`src/rtl/uart_prog_loader_if.sv`:
```
// uart_prog_loader_if: instruction-memory write port driven by the UART loader
interface uart_prog_loader_if #(
  parameter int ADDR_W = 10,
  parameter int DATA_W = 32
);
  logic              mem_we;
  logic [ADDR_W-1:0] mem_addr;
  logic [DATA_W-1:0] mem_wdata;
  modport master (output mem_we, mem_addr, mem_wdata);
  modport slave  (input  mem_we, mem_addr, mem_wdata);
endinterface

```
`src/rtl/uart_prog_loader.sv`:
```
// uart_prog_loader: 8N1 receiver plus frame loader writing little-endian words to instruction memory
module uart_prog_loader #(
  parameter int CLK_DIV     = 434,
  parameter int DATA_W      = 32,
  parameter int ADDR_W      = 10,
  parameter int TIMEOUT_CYC = 1_000_000
) (
  input  logic                CLK,
  input  logic                RESET,
  input  logic                uart_rx_pin,
  uart_prog_loader_if.master  mem,
  output logic                wait_transport,
  output logic                done,
  output logic [1:0]          err_code,
  output logic [ADDR_W:0]     word_count
);
  localparam int BPW = DATA_W / 8;
  localparam int LW  = BPW > 1 ? $clog2(BPW) : 1;
  localparam int CW  = $clog2(CLK_DIV);
  localparam int TW  = $clog2(TIMEOUT_CYC + 1);

  typedef enum logic [1:0] {RX_IDLE, RX_START, RX_DATA, RX_STOP} rx_state_t;
  typedef enum logic [2:0] {L_IDLE, L_LEN0, L_LEN1, L_DATA, L_CSUM, L_DONE, L_ERR} ld_state_t;

  rx_state_t rx_st, rx_st_n;
  logic [2:0] sync;
  logic [CW-1:0] cnt, cnt_n;
  logic [2:0] bit_idx, bit_idx_n;
  logic [7:0] rx_byte, sh_n;
  logic rx_valid, rx_valid_n, rx_ferr, rx_ferr_n;
  logic line, fall;

  ld_state_t ld_st, ld_st_n;
  logic [15:0] len, len_n, len_hi;
  logic [7:0] chk, chk_n;
  logic [LW-1:0] lane, lane_n;
  logic [DATA_W-1:0] wbuf, wbuf_n, wnew, wdata_q, wdata_n;
  logic [ADDR_W-1:0] addr_q, addr_n;
  logic [TW-1:0] tcnt, tcnt_n;
  logic [ADDR_W:0] wc_n;
  logic [1:0] err_n;
  logic wt_n, done_n, we_q, we_n;
  logic in_frame, len_ovf, lane_last, last_word;

  // sync[1] is the synchronised line, sync[2] its value one clock earlier
  assign line = sync[1];
  assign fall = sync[2] & ~sync[1];

  always_comb begin
    rx_st_n = rx_st;
    cnt_n = cnt - CW'(1);
    bit_idx_n = bit_idx;
    sh_n = rx_byte;
    rx_valid_n = 1'b0;
    rx_ferr_n = 1'b0;
    case (rx_st)
      RX_IDLE: begin
        cnt_n = CW'(CLK_DIV / 2 - 1);
        rx_st_n = fall ? RX_START : RX_IDLE;
      end
      RX_START: if (cnt == '0) begin
        cnt_n = CW'(CLK_DIV - 1);
        bit_idx_n = '0;
        rx_st_n = line ? RX_IDLE : RX_DATA;
      end
      RX_DATA: if (cnt == '0) begin
        cnt_n = CW'(CLK_DIV - 1);
        sh_n = {line, rx_byte[7:1]};
        bit_idx_n = bit_idx + 3'd1;
        rx_st_n = bit_idx == 3'd7 ? RX_STOP : RX_DATA;
      end
      default: if (cnt == '0) begin
        rx_valid_n = line;
        rx_ferr_n = ~line;
        rx_st_n = RX_IDLE;
      end
    endcase
  end

  assign in_frame  = ld_st inside {L_LEN0, L_LEN1, L_DATA, L_CSUM};
  assign len_hi    = {rx_byte, len[7:0]};
  assign len_ovf   = 32'(len_hi) > (32'd1 << ADDR_W);
  assign lane_last = lane == LW'(BPW - 1);
  assign last_word = 32'(word_count) + 32'd1 == 32'(len);

  always_comb begin
    ld_st_n = ld_st;
    len_n = len;
    chk_n = chk;
    lane_n = lane;
    wbuf_n = wbuf;
    wt_n = wait_transport;
    done_n = done;
    err_n = err_code;
    wc_n = word_count;
    we_n = 1'b0;
    addr_n = addr_q;
    wdata_n = wdata_q;
    tcnt_n = (in_frame && !rx_valid) ? tcnt + TW'(1) : '0;
    wnew = wbuf;
    wnew[8*int'(lane) +: 8] = rx_byte;
    if (!in_frame) begin
      if (rx_valid && rx_byte == 8'hA5) begin
        ld_st_n = L_LEN0;
        wt_n = 1'b1;
        done_n = 1'b0;
        err_n = 2'b00;
        wc_n = '0;
        addr_n = '0;
        chk_n = '0;
        lane_n = '0;
      end
    end else if (rx_ferr) begin
      ld_st_n = L_ERR;
      wt_n = 1'b0;
      err_n = 2'b01;
    end else if (rx_valid) begin
      chk_n = chk ^ rx_byte;
      case (ld_st)
        L_LEN0: begin
          len_n[7:0] = rx_byte;
          ld_st_n = L_LEN1;
        end
        L_LEN1: begin
          len_n = len_hi;
          ld_st_n = len_ovf ? L_ERR : (len_hi == 16'd0 ? L_CSUM : L_DATA);
          err_n = len_ovf ? 2'b11 : 2'b00;
          wt_n = !len_ovf;
        end
        L_DATA: begin
          wbuf_n = wnew;
          lane_n = lane_last ? '0 : lane + LW'(1);
          if (lane_last) begin
            we_n = 1'b1;
            addr_n = word_count[ADDR_W-1:0];
            wdata_n = wnew;
            wc_n = word_count + (ADDR_W+1)'(1);
            ld_st_n = last_word ? L_CSUM : L_DATA;
          end
        end
        default: begin
          ld_st_n = chk == rx_byte ? L_DONE : L_ERR;
          done_n = chk == rx_byte;
          err_n = chk == rx_byte ? 2'b00 : 2'b10;
          wt_n = 1'b0;
        end
      endcase
    end else if (tcnt == TW'(TIMEOUT_CYC - 1)) begin
      ld_st_n = L_ERR;
      wt_n = 1'b0;
      err_n = 2'b11;
    end
  end

  always_ff @(posedge CLK or negedge RESET) begin
    if (!RESET) begin
      sync <= 3'b111;
      rx_st <= RX_IDLE;
      cnt <= '0;
      bit_idx <= '0;
      rx_byte <= '0;
      rx_valid <= 1'b0;
      rx_ferr <= 1'b0;
      ld_st <= L_IDLE;
      len <= '0;
      chk <= '0;
      lane <= '0;
      wbuf <= '0;
      tcnt <= '0;
      wait_transport <= 1'b0;
      done <= 1'b0;
      err_code <= 2'b00;
      word_count <= '0;
      we_q <= 1'b0;
      addr_q <= '0;
      wdata_q <= '0;
    end else begin
      sync <= {sync[1:0], uart_rx_pin};
      rx_st <= rx_st_n;
      cnt <= cnt_n;
      bit_idx <= bit_idx_n;
      rx_byte <= sh_n;
      rx_valid <= rx_valid_n;
      rx_ferr <= rx_ferr_n;
      ld_st <= ld_st_n;
      len <= len_n;
      chk <= chk_n;
      lane <= lane_n;
      wbuf <= wbuf_n;
      tcnt <= tcnt_n;
      wait_transport <= wt_n;
      done <= done_n;
      err_code <= err_n;
      word_count <= wc_n;
      we_q <= we_n;
      addr_q <= addr_n;
      wdata_q <= wdata_n;
    end
  end

  assign mem.mem_we    = we_q;
  assign mem.mem_addr  = addr_q;
  assign mem.mem_wdata = wdata_q;
endmodule

```
`src/flat_wrapper.sv`:
```
// flat-port wrapper written by rule: the top's interface ports become plain ports
module uart_prog_loader_flat 
#(
  parameter int CLK_DIV     = 434,
  parameter int DATA_W      = 32,
  parameter int ADDR_W      = 10,
  parameter int TIMEOUT_CYC = 1_000_000
)
  (CLK, RESET, uart_rx_pin, wait_transport, done, err_code, word_count, mem_mem_we, mem_mem_addr, mem_mem_wdata);
  uart_prog_loader_if #(.ADDR_W(ADDR_W), .DATA_W(DATA_W)) mem_i ();
  input  logic CLK;
  input  logic RESET;
  input  logic uart_rx_pin;
  output logic wait_transport;
  output logic done;
  output logic [1:0] err_code;
  output logic [ADDR_W:0] word_count;
  output wire logic [$bits(mem_i.mem_we)-1:0] mem_mem_we;
  output wire logic [$bits(mem_i.mem_addr)-1:0] mem_mem_addr;
  output wire logic [$bits(mem_i.mem_wdata)-1:0] mem_mem_wdata;
  assign mem_mem_we = mem_i.mem_we;
  assign mem_mem_addr = mem_i.mem_addr;
  assign mem_mem_wdata = mem_i.mem_wdata;
  uart_prog_loader #(.CLK_DIV(CLK_DIV), .DATA_W(DATA_W), .ADDR_W(ADDR_W), .TIMEOUT_CYC(TIMEOUT_CYC)) u_core (.CLK(CLK), .RESET(RESET), .uart_rx_pin(uart_rx_pin), .mem(mem_i), .wait_transport(wait_transport), .done(done), .err_code(err_code), .word_count(word_count));
endmodule
```
`config.mk`:
```
export PLATFORM = sky130hd
export DESIGN_NAME = uart_prog_loader_flat
export DESIGN_NICKNAME = d
export VERILOG_FILES = /design/src/rtl/uart_prog_loader_if.sv /design/src/rtl/uart_prog_loader.sv /design/src/flat_wrapper.sv
export SDC_FILE = /design/constraint.sdc
export NUM_CORES = 1
export LEC_CHECK = 0
export ABC_AREA = 0
export ABC_CLOCK_PERIOD_IN_PS = 3450
export CAP_MARGIN = 20
export CORE_UTILIZATION = 50
export DETAILED_ROUTE_END_ITERATION = 6
export GPL_TIMING_DRIVEN = 0
export PLACE_DENSITY = 0.68
export REMOVE_ABC_BUFFERS = 1
export SLEW_MARGIN = 20
export SYNTH_ARGS = -nofsm -noshare
export SYNTH_HDL_FRONTEND = slang
export SYNTH_SLANG_ARGS = --single-unit
```
`constraint.sdc`:
```
create_clock -name CLK -period 3.45 [get_ports CLK]
set_clock_uncertainty 0.15 [all_clocks]
set_input_delay 1.035 -clock CLK [delete_from_list [all_inputs] [get_ports CLK]]
set_output_delay 1.035 -clock CLK [all_outputs]
set_load 0.005 [all_outputs]
```
After elaboration in Yosys (flattened, before gate mapping)

Cells that the tools add are included.

Register bits after elaboration: 166
Bits of input ports: 3
Output and inout port bits: 58

Add/sub/neg operators: 7
$lt $le $gt $ge: 1
Equality and inequality tests: 22
Shift operators: 2
Multiplexer cells: 74
Bitwise operators: 4
Reduce and logical (&&, ||, !) cells: 28

Operators with widths:

| kind                                                                              | count |
|---|---|
| 11-bit 2-to-1 mux                                                                 | 6 |
| 10-bit 2-to-1 mux                                                                 | 6 |
| 2-bit 2-to-1 mux                                                                  | 17 |
| 3-bit 2-to-1 mux                                                                  | 11 |
| 5-bit negator with 33-bit output                                                  | 1 |
| 8-bit by 33-bit variable shift with 32-bit output, first input constant           | 1 |
| 8-bit by 33-bit variable part select with 32-bit output                           | 1 |
| 32-bit bitwise mux                                                                | 1 |
| 32-bit by 16-bit == test with 1-bit output                                        | 1 |
| 8-bit 2-to-1 mux                                                                  | 4 |
| 1-bit 2-to-1 mux                                                                  | 21 |
| 20-bit by 1-bit adder with 20-bit output, second input constant                   | 1 |
| 20-bit == test, second input constant                                             | 1 |
| 20-bit 2-to-1 mux                                                                 | 1 |
| 4-bit AND reduction                                                               | 5 |
| 9-bit case mux with 2 select lines                                                | 1 |
| 16-bit by 11-bit greater-than comparator with 1-bit output, second input constant | 1 |
| 16-bit logical NOT                                                                | 1 |
| 3-bit AND reduction                                                               | 5 |
| 11-bit by 1-bit adder with 12-bit output, second input constant                   | 1 |
| 11-bit by 1-bit adder with 11-bit output, second input constant                   | 1 |
| 5-bit AND reduction                                                               | 2 |
| 9-bit logical NOT                                                                 | 1 |
| 9-bit 2-to-1 mux                                                                  | 1 |
| 31 further kinds                                                                  | 46 |

Longest topological paths before layout

Gate-level depths: netlist of the first run.

Depth after elaboration: 8
Depth in mapped cells: 10
Gate-level depth less buffers: 9

Worst setup path after synthesis of the first run

No wires, ideal clock.

Kind: register to register
Start: register u_core.lane[0]
End: register u_core.wbuf[31]
Setup time: 0.066 ns
Arrival: 2.229 ns
Setup slack: 1.005 ns
Cell stages (with the launch flop): 7
Path buffers: 1
Period minus slack after synthesis: 2.445 ns
Cell sequence: dfrtp_1 > inv_1 > ha_1 > nor4_1 > and2_1 > buf_2 > a22o_1

Longest elaborated chain between the ends: 3
Elaborated cells between the ends (all ways): 4
Classes of those cells: add/sub: 1; shift: 2; mux: 1

Ends and longest elaborated chain:

| item                                                                                                                                | RTL line                | RTL |
|---|---|---|
| from (decl)                                                                                                                         | uart_prog_loader.sv:36  | `logic [LW-1:0] lane, lane_n;` |
| from (signal assigned)                                                                                                              | uart_prog_loader.sv:188 | `lane <= lane_n;` |
| 5-bit negator with 33-bit output (*)                                                                                                | uart_prog_loader.sv:101 | `wnew[8*int'(lane) +: 8] = rx_byte;` |
| 8-bit by 33-bit variable part select with 32-bit output / 8-bit by 33-bit variable shift with 32-bit output (equally long branches) | uart_prog_loader.sv:101 |  |
| 32-bit bitwise mux (*)                                                                                                              | uart_prog_loader.sv:101 |  |
| to (signal assigned)                                                                                                                | uart_prog_loader.sv:189 | `wbuf <= wbuf_n;` |
| to (decl)                                                                                                                           | uart_prog_loader.sv:37  | `logic [DATA_W-1:0] wbuf, wbuf_n, wnew, wdata_q, wdata_n;` |

Every way passes the cells marked *; elsewhere a longest branch is shown, timed or not.
A chain may end at the register's enable or synchronous reset.

Worst setup path in the final report of the first run

Start: register u_core.ld_st[2]
End: register u_core.word_count[6]

Longest elaborated chain between the ends: 4
Elaborated cells between the ends (all ways): 12
Classes of those cells: eq/ne: 8; mux: 1; reduce/logical: 3

Ends and longest elaborated chain:

| item                                                                                    | RTL line                | RTL |
|---|---|---|
| from (decl)                                                                             | uart_prog_loader.sv:33  | `ld_state_t ld_st, ld_st_n;` |
| from (signal assigned)                                                                  | uart_prog_loader.sv:185 | `ld_st <= ld_st_n;` |
| 3-bit by 1-bit == test with 1-bit output, or another cell as far along                  | uart_prog_loader.sv:80  | `assign in_frame = ld_st inside {L_LEN0, L_LEN1, L_DATA, L_CSUM};` |
| 4-bit nonzero test                                                                      | uart_prog_loader.sv:80  |  |
| 2-bit by 1-bit != test with 1-bit output (no source line), or another cell as far along | -                       |  |
| 5-bit AND reduction (no source line)                                                    | -                       |  |
| to (signal assigned)                                                                    | uart_prog_loader.sv:194 | `word_count <= wc_n;` |
| to (decl)                                                                               | uart_prog_loader.sv:15  | `output logic [ADDR_W:0] word_count` |

Several ways; a longest one is shown, not always the timed one.

==> metrics.cfg, run 1 <==
[timing]
holdWs_ns=0.206
fin_crit_ns=3.08
timing.final.max_slew_violations=0
worst_pin_slew_ns=0.958
timing.final.crit_share_pct=89.4
setup_viol_count_final=0
relSlewSlack_pct=35.6
fmax_ghz=0.324
timing.final.hold_violations=0
setup_ws_ns=0.366
grt_setup_unrepaired=no

[critical_path]
timing.critical_path.from_type=flip-flop
crit_fanout=50
crit_path_arrival_time_ns=3.25
crit_required_ns=3.62
end_kind=flip-flop
worstSetupPathType=reg2reg

[place]
place.detailed.hpwl_um=11300
pre_cts_setup_slack_ns=-0.312
port_buffers=60
placed_cells_incl_taps=1016
gpl_congestion=0.904
post_dp_cell_area_mm2=0.00868

[clock_tree]
tritoncts_clock_tree=built
cts_max_path_buffers=2
cts.htree.levels=4
post_cts_resize_count=2
cts.hold.buffers_added=0
cts.root.buffer_cell=sky130_fd_sc_hd__clkbuf_16
clock_sinks=166
post_cts_buffers=0
cts-buffers-inserted=17
insertion_delay_ns=0.43
clk_transition_reported_paths_ns=0.06

[drt]
wl_per_cell_um=16.6
starting_drc_count_in_detailed_routing=457
routed-via-count=6135
detailed_route_wire_length_um=17400
viasPerCell=5.86
first_pass_iters=4
antenna_left=0
drc_errors=0

[synthesis]
yosys.cell_types.count=60
synth.avg_cell_area_um2=10.0
mappedNetlistArea_mm2=0.00793
ys_dominant_reg_cell=sky130_fd_sc_hd__dfrtp_1
post_synth_main_area_contributors=sky130_fd_sc_hd__dfrtp_1 (51%), sky130_fd_sc_hd__nor2_1 (4.8%), sky130_fd_sc_hd__a22o_1 (4.1%)
ys_seq_elements=166
synth_edf_count=0
synthArstFlopShare_pct=100
synth_top_area_share_pct=51.5
ys_seq_area_share_pct=52.4
synthAdderAreaFrac_pct=2.49
yosys.area_share.simple_pct=17.5
post_synthesis_compound_gate_area_fraction_pct=16.5
netlist_instances=789
largest_family_of_logic_cells_by_synthesized_area=simple AND/OR/NAND/NOR gates
synth-warning-count=0
synth_mux_area_share_pct=3.55
synth_xor_xnor_area_share_pct=3.98
synth_top_cell_by_area=sky130_fd_sc_hd__dfrtp_1

[floorplan]
coreArea_mm2=0.0153
rows=45
fp.dieArea_mm2=0.0164
floorplan.initialDensity_pct=51.8
die_h_um=128
io_pins=61
die_w_um=128

[flow_run]
max_cap_viol_count=0

[power_and_ir_drop]
p_per_area_mw_per_mm2=435
leakage_component_of_the_power_nw=4.08
worst_ir_drop_vdd_v=0.000340

[finish]
area_delta_synth_final_pct=16.7
drive_above_1_share_pct=9.09
design_area_mm2=0.00925
fin_nets=842
final_util_pct=60.4
instances_no_fill=1047
final_cell_mix=sky130_fd_sc_hd__dfrtp_1 (163), sky130_fd_sc_hd__nor2_1 (102), sky130_fd_sc_hd__nand2_1 (79), sky130_fd_sc_hd__clkdlybuf4s50_1 (59), sky130_fd_sc_hd__o21ai_0 (47)
mostFrequentLayoutCell=sky130_fd_sc_hd__dfrtp_1
diodes=0

[global_route]
grt_use_total_pct=22.8
first_global_vias=5996
grt_max_degree=100
antenna_found_initial=0
grt_first_pass_wirelength_um=29300
gr-total-overflow=0

[status]
outcome=complete, no violations

[worst_hold_path]
worstHoldPathType=reg2reg

==> synthesized netlist by cell type, types with 17 or more instances <==
cell type	n
sky130_fd_sc_hd__inv_1	22
sky130_fd_sc_hd__a221oi_1	33
sky130_fd_sc_hd__dfrtp_1	163
sky130_fd_sc_hd__o21ai_0	47
sky130_fd_sc_hd__a21oi_1	22
sky130_fd_sc_hd__a22o_1	37
sky130_fd_sc_hd__nand2_1	80
sky130_fd_sc_hd__mux2_2	24
sky130_fd_sc_hd__nand3_1	29
sky130_fd_sc_hd__clkbuf_1	40
sky130_fd_sc_hd__xor2_1	19
sky130_fd_sc_hd__nor2_1	102
sky130_fd_sc_hd__nand2b_1	19
sky130_fd_sc_hd__xnor2_1	17
==> power breakdown <==
group / switching (W) / total [W] / internal (W)
clock network: 0.000755 / 0.00178 / 0.00102
registers: 0.0000381 / 0.00203 / 0.00199
logic: 0.000139 / 0.000218 / 0.0000787
==> metal layers <==
layer | global-route usage (%) | up-vias | part of all wire, %
li1 | - | 2888 | -
met1 | 31.1 | 3035 | 45
met2 | 35.6 | 180 | 48
met3 | 3.88 | 32 | 4.4
met4 | 10.9 | 0 | 2.1
met5 | 0 | - | 0
==> per-stage QoR <==
step           setup TNS [ns]  total power [W]
2_1_floorplan               0          0.00219
3_3_place_gp          -921.91          0.00226
3_5_place_dp            -4.55          0.00228
4_1_cts                     0          0.00406
5_1_grt                     0          0.00417
6_report                    0          0.00402
==> flip-flops by register name, indices dropped and copies added, names as in the netlist, 8 cells and up <==
| name | cells |
|---|---|
| u_core.chk | 8 |
| u_core.cnt | 9 |
| u_core.len | 16 |
| u_core.mem.mem_addr | 10 |
| u_core.mem.mem_wdata | 32 |
| u_core.rx_byte | 8 |
| u_core.tcnt | 20 |
| u_core.wbuf | 32 |
| u_core.word_count | 11 |
==> cell type report <==
cell class / instances / area, um^2
clock buffer: 19 / 453
clock inverter: 12 / 106
fill: 1271 / 6060
inverter: 26 / 100
multi-input combinational: 551 / 3510
sequential: 166 / 4160
tap: 211 / 264
timing repair buffer: 62 / 661
==> logic make-up (layout without fill, tap and decap cells) <==
logic type	Yosys count	after routing
AND/OR/NAND/NOR	292	292
AO/OA/AOI/OAI	182	182
flip-flops	166	166
buffers and inverters	72	119
XOR/XNOR	36	36
multiplexers	25	25
adder cells (fa/ha/maj)	16	16
==> path summary, 6_finish.rpt <==
path | startpoint | end | slack, ns | cells after the start
min | u_core.sync[0] | u_core.sync[1] | 0.21 | 0
max reg2reg | u_core.ld_st[2] | u_core.word_count[6] | 0.37 | 9
max | u_core.ld_st[2] | u_core.word_count[6] | 0.37 | 9
min in group asynchronous | RESET | u_core.mem.mem_we | 0.38 | 1
max in group asynchronous | RESET | u_core.sync[2] | 1.85 | 2
min reg2reg | u_core.sync[0] | u_core.sync[1] | 0.21 | 0
==> critical path: stages (launching register included) <==
cell	delay [ns]
sky130_fd_sc_hd__dfrtp_1	0.53
sky130_fd_sc_hd__nor2b_1	0.39
sky130_fd_sc_hd__and3_1	0.52
sky130_fd_sc_hd__nand2_4	0.34
sky130_fd_sc_hd__buf_16	0.27
sky130_fd_sc_hd__inv_4	0.37
sky130_fd_sc_hd__o21ai_0	0.16
sky130_fd_sc_hd__nand2_1	0.09
sky130_fd_sc_hd__nand2_1	0.05
sky130_fd_sc_hd__o41ai_1	0.06
Note: power is estimated with default switching activity, not from simulation.
==> run 2, diff against run 1 <==
--- a/config.mk
+++ b/config.mk
@@ -7,12 +7,13 @@
 export LEC_CHECK = 0
 export ABC_AREA = 0
 export ABC_CLOCK_PERIOD_IN_PS = 3450
-export CAP_MARGIN = 20
+export CAP_MARGIN = 15
 export CORE_UTILIZATION = 50
 export DETAILED_ROUTE_END_ITERATION = 6
 export GPL_TIMING_DRIVEN = 0
 export PLACE_DENSITY = 0.68
 export REMOVE_ABC_BUFFERS = 1
+export SETUP_SLACK_MARGIN = 0.5
 export SLEW_MARGIN = 20
 export SYNTH_ARGS = -nofsm -noshare
 export SYNTH_HDL_FRONTEND = slang
==> run 2 against run 1 <==
Net effect: total power about the same; highest routed layer unchanged; utilization up 0.30 points; flip-flop and latch count unchanged; critical endpoint is now u_core.wbuf[17]; via count up 0.26%; largest cell class unchanged.
==> metrics.cfg, run 2 (synthesized netlist as in run 1, its figures left out) <==
[status]
outcome=complete, no violations  ; unchanged

[power_and_ir_drop]
leakage_component_of_the_power_nw=4.08  ; about the same
p_per_area_mw_per_mm2=432  ; was 435 mW/mm^2
worst_ir_drop_vdd_v=0.000340  ; about the same

[clock_tree]
clk_transition_reported_paths_ns=0.06  ; about the same
cts_max_path_buffers=2  ; unchanged
insertion_delay_ns=0.43  ; about the same
cts.root.buffer_cell=sky130_fd_sc_hd__clkbuf_16  ; unchanged
cts.hold.buffers_added=0  ; unchanged
cts-buffers-inserted=17  ; unchanged
clock_sinks=166  ; unchanged
cts.htree.levels=4  ; unchanged
tritoncts_clock_tree=built  ; unchanged

[critical_path]
crit_path_arrival_time_ns=2.99  ; was 3.25 ns
crit_fanout=9  ; was 50
worstSetupPathType=reg2reg  ; unchanged
timing.critical_path.from_type=flip-flop  ; unchanged
crit_family=simple AND/OR/NAND/NOR gates  ; unchanged
critical_path.n_buffers_inverters=2  ; unchanged
cpPeakStageDelay_ns=0.76  ; was 0.53 ns
timing.critical_path.slowest_stage_cell=sky130_fd_sc_hd__nor4b_2  ; was sky130_fd_sc_hd__dfrtp_1
cell_breakdown_of_the_critical_path=inv_1, ha_1, clkinv_1, nor4b_2, and2_1, a22o_1  ; was nor2b_1, and3_1, nand2_4, buf_16, inv_4, o21ai_0, nand2_1, nand2_1, o41ai_1
end_kind=flip-flop  ; unchanged
crit_required_ns=3.66  ; was 3.62 ns

[finish]
diodes=0  ; unchanged
final_util_pct=60.7  ; was 60.4%
mostFrequentLayoutCell=sky130_fd_sc_hd__dfrtp_1  ; unchanged
area_delta_synth_final_pct=17.3  ; was 16.7%
multi_input_area_mm2=0.00355  ; was 0.00351 mm^2
register_area_mm2=0.00416  ; unchanged
filler_cell_count=1266  ; was 1271
drive_above_1_share_pct=10.2  ; was 9.09%
fin_nets=843  ; was 842
final_cell_mix=sky130_fd_sc_hd__dfrtp_1 (163), sky130_fd_sc_hd__nor2_1 (102), sky130_fd_sc_hd__nand2_1 (78), sky130_fd_sc_hd__clkdlybuf4s50_1 (59), sky130_fd_sc_hd__o21ai_0 (47)  ; was sky130_fd_sc_hd__dfrtp_1 (163), sky130_fd_sc_hd__nor2_1 (102), sky130_fd_sc_hd__nand2_1 (79), sky130_fd_sc_hd__clkdlybuf4s50_1 (59), sky130_fd_sc_hd__o21ai_0 (47)

[floorplan]
floorplan.initialDensity_pct=51.8  ; unchanged
fp.dieArea_mm2=0.0164  ; unchanged
die_w_um=128  ; unchanged
rows=45  ; unchanged
coreArea_mm2=0.0153  ; unchanged
io_pins=61  ; unchanged
die_h_um=128  ; unchanged

[drt]
wl_per_cell_um=16.7  ; was 16.6 um
routed-via-count=6151  ; was 6135
antenna_left=0  ; unchanged
viasPerCell=5.87  ; was 5.86
detailed_route_wire_length_um=17500  ; was 17400 um
first_pass_iters=5  ; was 4
starting_drc_count_in_detailed_routing=455  ; was 457
drc_errors=0  ; unchanged

[global_route]
grt_first_pass_wirelength_um=29300  ; unchanged
antenna_found_initial=0  ; unchanged
gr-total-overflow=0  ; unchanged
first_global_vias=5996  ; unchanged
grt_max_degree=100  ; unchanged
grt_use_total_pct=22.8  ; unchanged

[place]
place.detailed.hpwl_um=11300  ; unchanged
port_buffers=60  ; unchanged
pre_cts_setup_slack_ns=-0.312  ; unchanged
gpl_congestion=0.904  ; unchanged

[timing]
relSlewSlack_pct=40.9  ; was 35.6%
timing.final.hold_violations=0  ; unchanged
worst_pin_slew_ns=0.879  ; was 0.958 ns
setup_viol_count_final=0  ; unchanged
setup_ws_ns=0.674  ; was 0.366 ns
grt_setup_unrepaired=no  ; unchanged
timing.final.crit_share_pct=80.5  ; was 89.4%
timing.final.max_slew_violations=0  ; unchanged
fin_crit_ns=2.78  ; was 3.08 ns
fmax_ghz=0.360  ; was 0.324 GHz

[worst_hold_path]
worstHoldPathType=reg2reg  ; unchanged

[flow_run]
max_cap_viol_count=0  ; unchanged

[run 2: what timing repair did]
item                       CTS  global route
setup buffers                0             1
resized for setup            4             9
pin swaps                    0             1
setup endpoints to repair   51            29
[run 2: report_power, final]
group | leakage [nW] | switching (W) | internal (W) | total, W
Sequential | 2.29 | 0.0000381 | 0.00199 | 0.00203
Combinational | 1.53 | 0.000139 | 0.0000787 | 0.000218
Clock | 0.267 | 0.000755 | 0.00102 | 0.00178
[run 2: worst paths after layout]
path,from,end,slack [ns],depth (start not counted)
setup / recovery,u_core.lane[0],u_core.wbuf[17],0.67,6
hold / removal,u_core.sync[0],u_core.sync[1],0.21,0
setup reg to reg,u_core.lane[0],u_core.wbuf[17],0.67,6
hold reg to reg,u_core.sync[0],u_core.sync[1],0.21,0
max in group asynchronous,RESET,u_core.sync[2],1.85,2
min in group asynchronous,RESET,u_core.mem.mem_we,0.39,1
[run 2: layer usage]
| layer | vias up | global-route usage [%] | wire length [um] |
|---|---|---|---|
| li1 | 2891 | - | - |
| met5 | - | 0 | 0 |
| met3 | 32 | 3.88 | 847 |
| met4 | 0 | 10.9 | 350 |
| met1 | 3016 | 31.1 | 7990 |
| met2 | 212 | 35.6 | 8270 |
[run 2: final cells by class]
cell class,instances,area share [%]
flip-flops and latches,166,44.7
multi-input cells,551,38.1
repair buffers,63,7.19
clock buffers,19,4.87
well taps,211,2.84
clock inverters,12,1.14
inverters,26,1.10
[run 2: metrics by stage]
step / cells / area (um^2) / power (W) / TNS, ns / hold slack (ns)
2_1_floorplan: 743 / 7750 / 0.00219 / 0 / 0.195
3_3_place_gp: 1014 / 8610 / 0.00226 / -921.91 / 0.196
3_5_place_dp: 1016 / 8680 / 0.00228 / -4.55 / 0.198
4_1_cts: 1047 / 9250 / 0.00406 / 0 / 0.207
5_1_grt: 1048 / 9300 / 0.00417 / 0 / 0.210
6_report: 1048 / 9300 / 0.00402 / 0 / 0.206
==> run 3, diff against run 2 <==
--- a/config.mk
+++ b/config.mk
@@ -6,7 +6,7 @@
 export NUM_CORES = 1
 export LEC_CHECK = 0
 export ABC_AREA = 0
-export ABC_CLOCK_PERIOD_IN_PS = 3450
+export ABC_CLOCK_PERIOD_IN_PS = 2840
 export CAP_MARGIN = 15
 export CORE_UTILIZATION = 50
 export DETAILED_ROUTE_END_ITERATION = 6
==> constraint.sdc (replaced) <==
create_clock -name CLK -period 2.84 [get_ports CLK]
set_clock_uncertainty 0.15 [all_clocks]
set_input_delay 0.852 -clock CLK [delete_from_list [all_inputs] [get_ports CLK]]
set_output_delay 0.852 -clock CLK [all_outputs]
set_load 0.005 [all_outputs]
==> run 3 against run 2 <==
Net effect: final cell count is 4.1% higher; highest routed layer unchanged; total power increased by 22%; setup slack worse by 0.37 ns; sequential share of layout area is 2.1 points lower; clock power rose by 21%; clock-buffer cell count unchanged.
==> metrics.cfg, run 3 (synthesized netlist as in run 1, its figures left out) <==
[global_route]
grt_first_pass_wirelength_um=30100  ; was 29300 um
gr-total-overflow=0  ; unchanged
first_global_vias=6125  ; was 5996
grt_max_degree=100  ; unchanged
antenna_found_initial=0  ; unchanged
grt_use_total_pct=23.5  ; was 22.8%

[timing]
timing.final.max_slew_violations=0  ; unchanged
setup_viol_count_final=0  ; unchanged
fmax_ghz=0.394  ; was 0.360 GHz
grt_setup_unrepaired=yes  ; was no
timing.final.hold_violations=0  ; unchanged
fin_crit_ns=2.54  ; was 2.78 ns
timing.final.crit_share_pct=89.3  ; was 80.5%
holdWs_ns=0.206  ; about the same
relSlewSlack_pct=64.8  ; was 40.9%
timing.setup.tns_ns=0  ; unchanged
worst_pin_slew_ns=0.528  ; was 0.879 ns

[place]
placed_cells_incl_taps=1016  ; unchanged
port_buffers=60  ; unchanged
gpl_congestion=0.904  ; unchanged
place.detailed.hpwl_um=11300  ; unchanged
post_dp_cell_area_mm2=0.00868  ; unchanged

[drt]
first_pass_iters=5  ; unchanged
routed-via-count=6404  ; was 6151
viasPerCell=5.87  ; about the same
drc_errors=0  ; unchanged
starting_drc_count_in_detailed_routing=570  ; was 455
detailed_route_wire_length_um=18400  ; was 17500 um
antenna_left=0  ; unchanged
wl_per_cell_um=16.9  ; was 16.7 um

[power_and_ir_drop]
p_total_w=0.00490  ; was 0.00402 W
comb_power_share_pct=5.6  ; was 5.4%
leakage_component_of_the_power_nw=4.42  ; was 4.08 nW
clockPowerShare_pct=44.1  ; was 44.2%
worst_ir_drop_vdd_v=0.000430  ; was 0.000340 V
p_per_area_mw_per_mm2=498  ; was 432 mW/mm^2
sw_frac_of_total_pct=23.4  ; was 23.2%
p_int_w=0.00376  ; was 0.00309 W
switching_pwr_w=0.00115  ; was 0.000932 W
seq_power_share_pct=50.3  ; was 50.4%

[critical_path]
end_kind=flip-flop  ; unchanged
crit_start=u_core.word_count[0]  ; was u_core.lane[0]
crit_path_arrival_time_ns=2.70  ; was 2.99 ns
ff2ff_setup_slack_ns=0.30  ; was 0.67 ns
worstSetupPathType=reg2reg  ; unchanged
timing.rr.end=u_core.ld_st[0]  ; was u_core.wbuf[17]
reg2regPathDepth=8  ; was 6
crit_fanout=7  ; was 9
rr_startpoint=u_core.word_count[0]  ; was u_core.lane[0]
crit_required_ns=3.00  ; was 3.66 ns
timing.critical_path.from_type=flip-flop  ; unchanged

[floorplan]
die_w_um=128  ; unchanged
rows=45  ; unchanged
die_h_um=128  ; unchanged
floorplan.initialDensity_pct=51.8  ; unchanged
coreArea_mm2=0.0153  ; unchanged
fp.dieArea_mm2=0.0164  ; unchanged
io_pins=61  ; unchanged

[finish]
diodes=0  ; unchanged
drive_above_1_share_pct=19.5  ; was 10.2%
filler_cell_count=1206  ; was 1266
final_cell_mix=sky130_fd_sc_hd__dfrtp_1 (143), sky130_fd_sc_hd__nor2_1 (100), sky130_fd_sc_hd__nand2_1 (72), sky130_fd_sc_hd__clkdlybuf4s50_1 (49), sky130_fd_sc_hd__o21ai_0 (46)  ; was sky130_fd_sc_hd__dfrtp_1 (163), sky130_fd_sc_hd__nor2_1 (102), sky130_fd_sc_hd__nand2_1 (78), sky130_fd_sc_hd__clkdlybuf4s50_1 (59), sky130_fd_sc_hd__o21ai_0 (47)
design_area_mm2=0.00985  ; was 0.00930 mm^2
fin_nets=886  ; was 843
area_delta_synth_final_pct=24.2  ; was 17.3%
instances_no_fill=1091  ; was 1048
mostFrequentLayoutCell=sky130_fd_sc_hd__dfrtp_1  ; unchanged

[clock_tree]
cts.hold.buffers_added=0  ; unchanged
cts-buffers-inserted=17  ; unchanged
cts_max_path_buffers=2  ; unchanged
tritoncts_clock_tree=built  ; unchanged
insertion_delay_ns=0.43  ; about the same
clock_sinks=166  ; unchanged
clk_transition_reported_paths_ns=0.06  ; about the same
cts.root.buffer_cell=sky130_fd_sc_hd__clkbuf_16  ; unchanged
cts.htree.levels=4  ; unchanged

[status]
outcome=complete, no violations  ; unchanged

[flow_run]
max_cap_viol_count=0  ; unchanged

[worst_hold_path]
hold_path_end=u_core.sync[1]  ; unchanged
timing.hold.worst_path_depth=0  ; unchanged
worstHoldPathType=reg2reg  ; unchanged
hold_path.startpoint=u_core.sync[0]  ; unchanged

[run 3: repair_timing]
action,in CTS,in global routing
resized for setup,57,29
gates cloned,0,1
pin swaps,11,5
buffers inserted,23,20
endpoints found under the setup margin,123,110
[run 3: power by group through the flow]
stage,Clock (W),Sequential (W),Combinational (W)
after global placement,0,0.00250,0.000246
after detailed placement,0,0.00250,0.000264
after CTS,0.00221,0.00246,0.000267
final,0.00216,0.00246,0.000274
after floorplan,0,0.00249,0.000173
after global routing,0.00230,0.00247,0.000316
[run 3: worst max-delay path by stage]
stage                           endpoint  slack (ns)  cells past startpoint
floorplan           u_core.word_count[6]       -0.45                      8
global placement           u_core.cnt[6]       -5.73                      1
detailed placement  u_core.word_count[6]       -0.92                      9
CTS                 u_core.word_count[9]        0.32                      7
global route             u_core.ld_st[0]        0.21                      8
finish                   u_core.ld_st[0]        0.30                      8
[run 3: worst max-delay path, stage by stage (launching register included)]
cell and delay [ns]:
sky130_fd_sc_hd__dfrtp_2 0.46, sky130_fd_sc_hd__ha_4 0.21, sky130_fd_sc_hd__xor2_2 0.15, sky130_fd_sc_hd__xnor2_1 0.15, sky130_fd_sc_hd__nand4_1 0.13, sky130_fd_sc_hd__nor4_2 0.32
sky130_fd_sc_hd__nand4_1 0.30, sky130_fd_sc_hd__o311a_1 0.37, sky130_fd_sc_hd__o21a_1 0.17
[run 3: cell type report]
type                       count  area [um^2]  share of cell area [%]
inverter                      26          113                    1.14
clock buffer                  19          453                    4.60
tap                          211          264                    2.68
timing repair buffer         105          990                    10.1
clock inverter                12          106                    1.08
multi-input combinational    552         3730                    37.9
sequential                   166         4190                    42.6
[run 3: per-stage QoR]
stage | worst slack [ns] | util (%)
floorplan | -0.448 | -
global placement | -5.73 | 56.2
detailed placement | -0.922 | 56.7
CTS | 0.322 | 62.6
global route | 0.205 | 64.3
finish | 0.303 | 64.3
[run 3: layer usage]
layer	track usage, %	up-vias	wire (um)
met4	11.4	0	431
met5	0	-	0
li1	-	2984	-
met3	4.09	37	889
met1	31.6	3166	8200
met2	37.0	217	8890
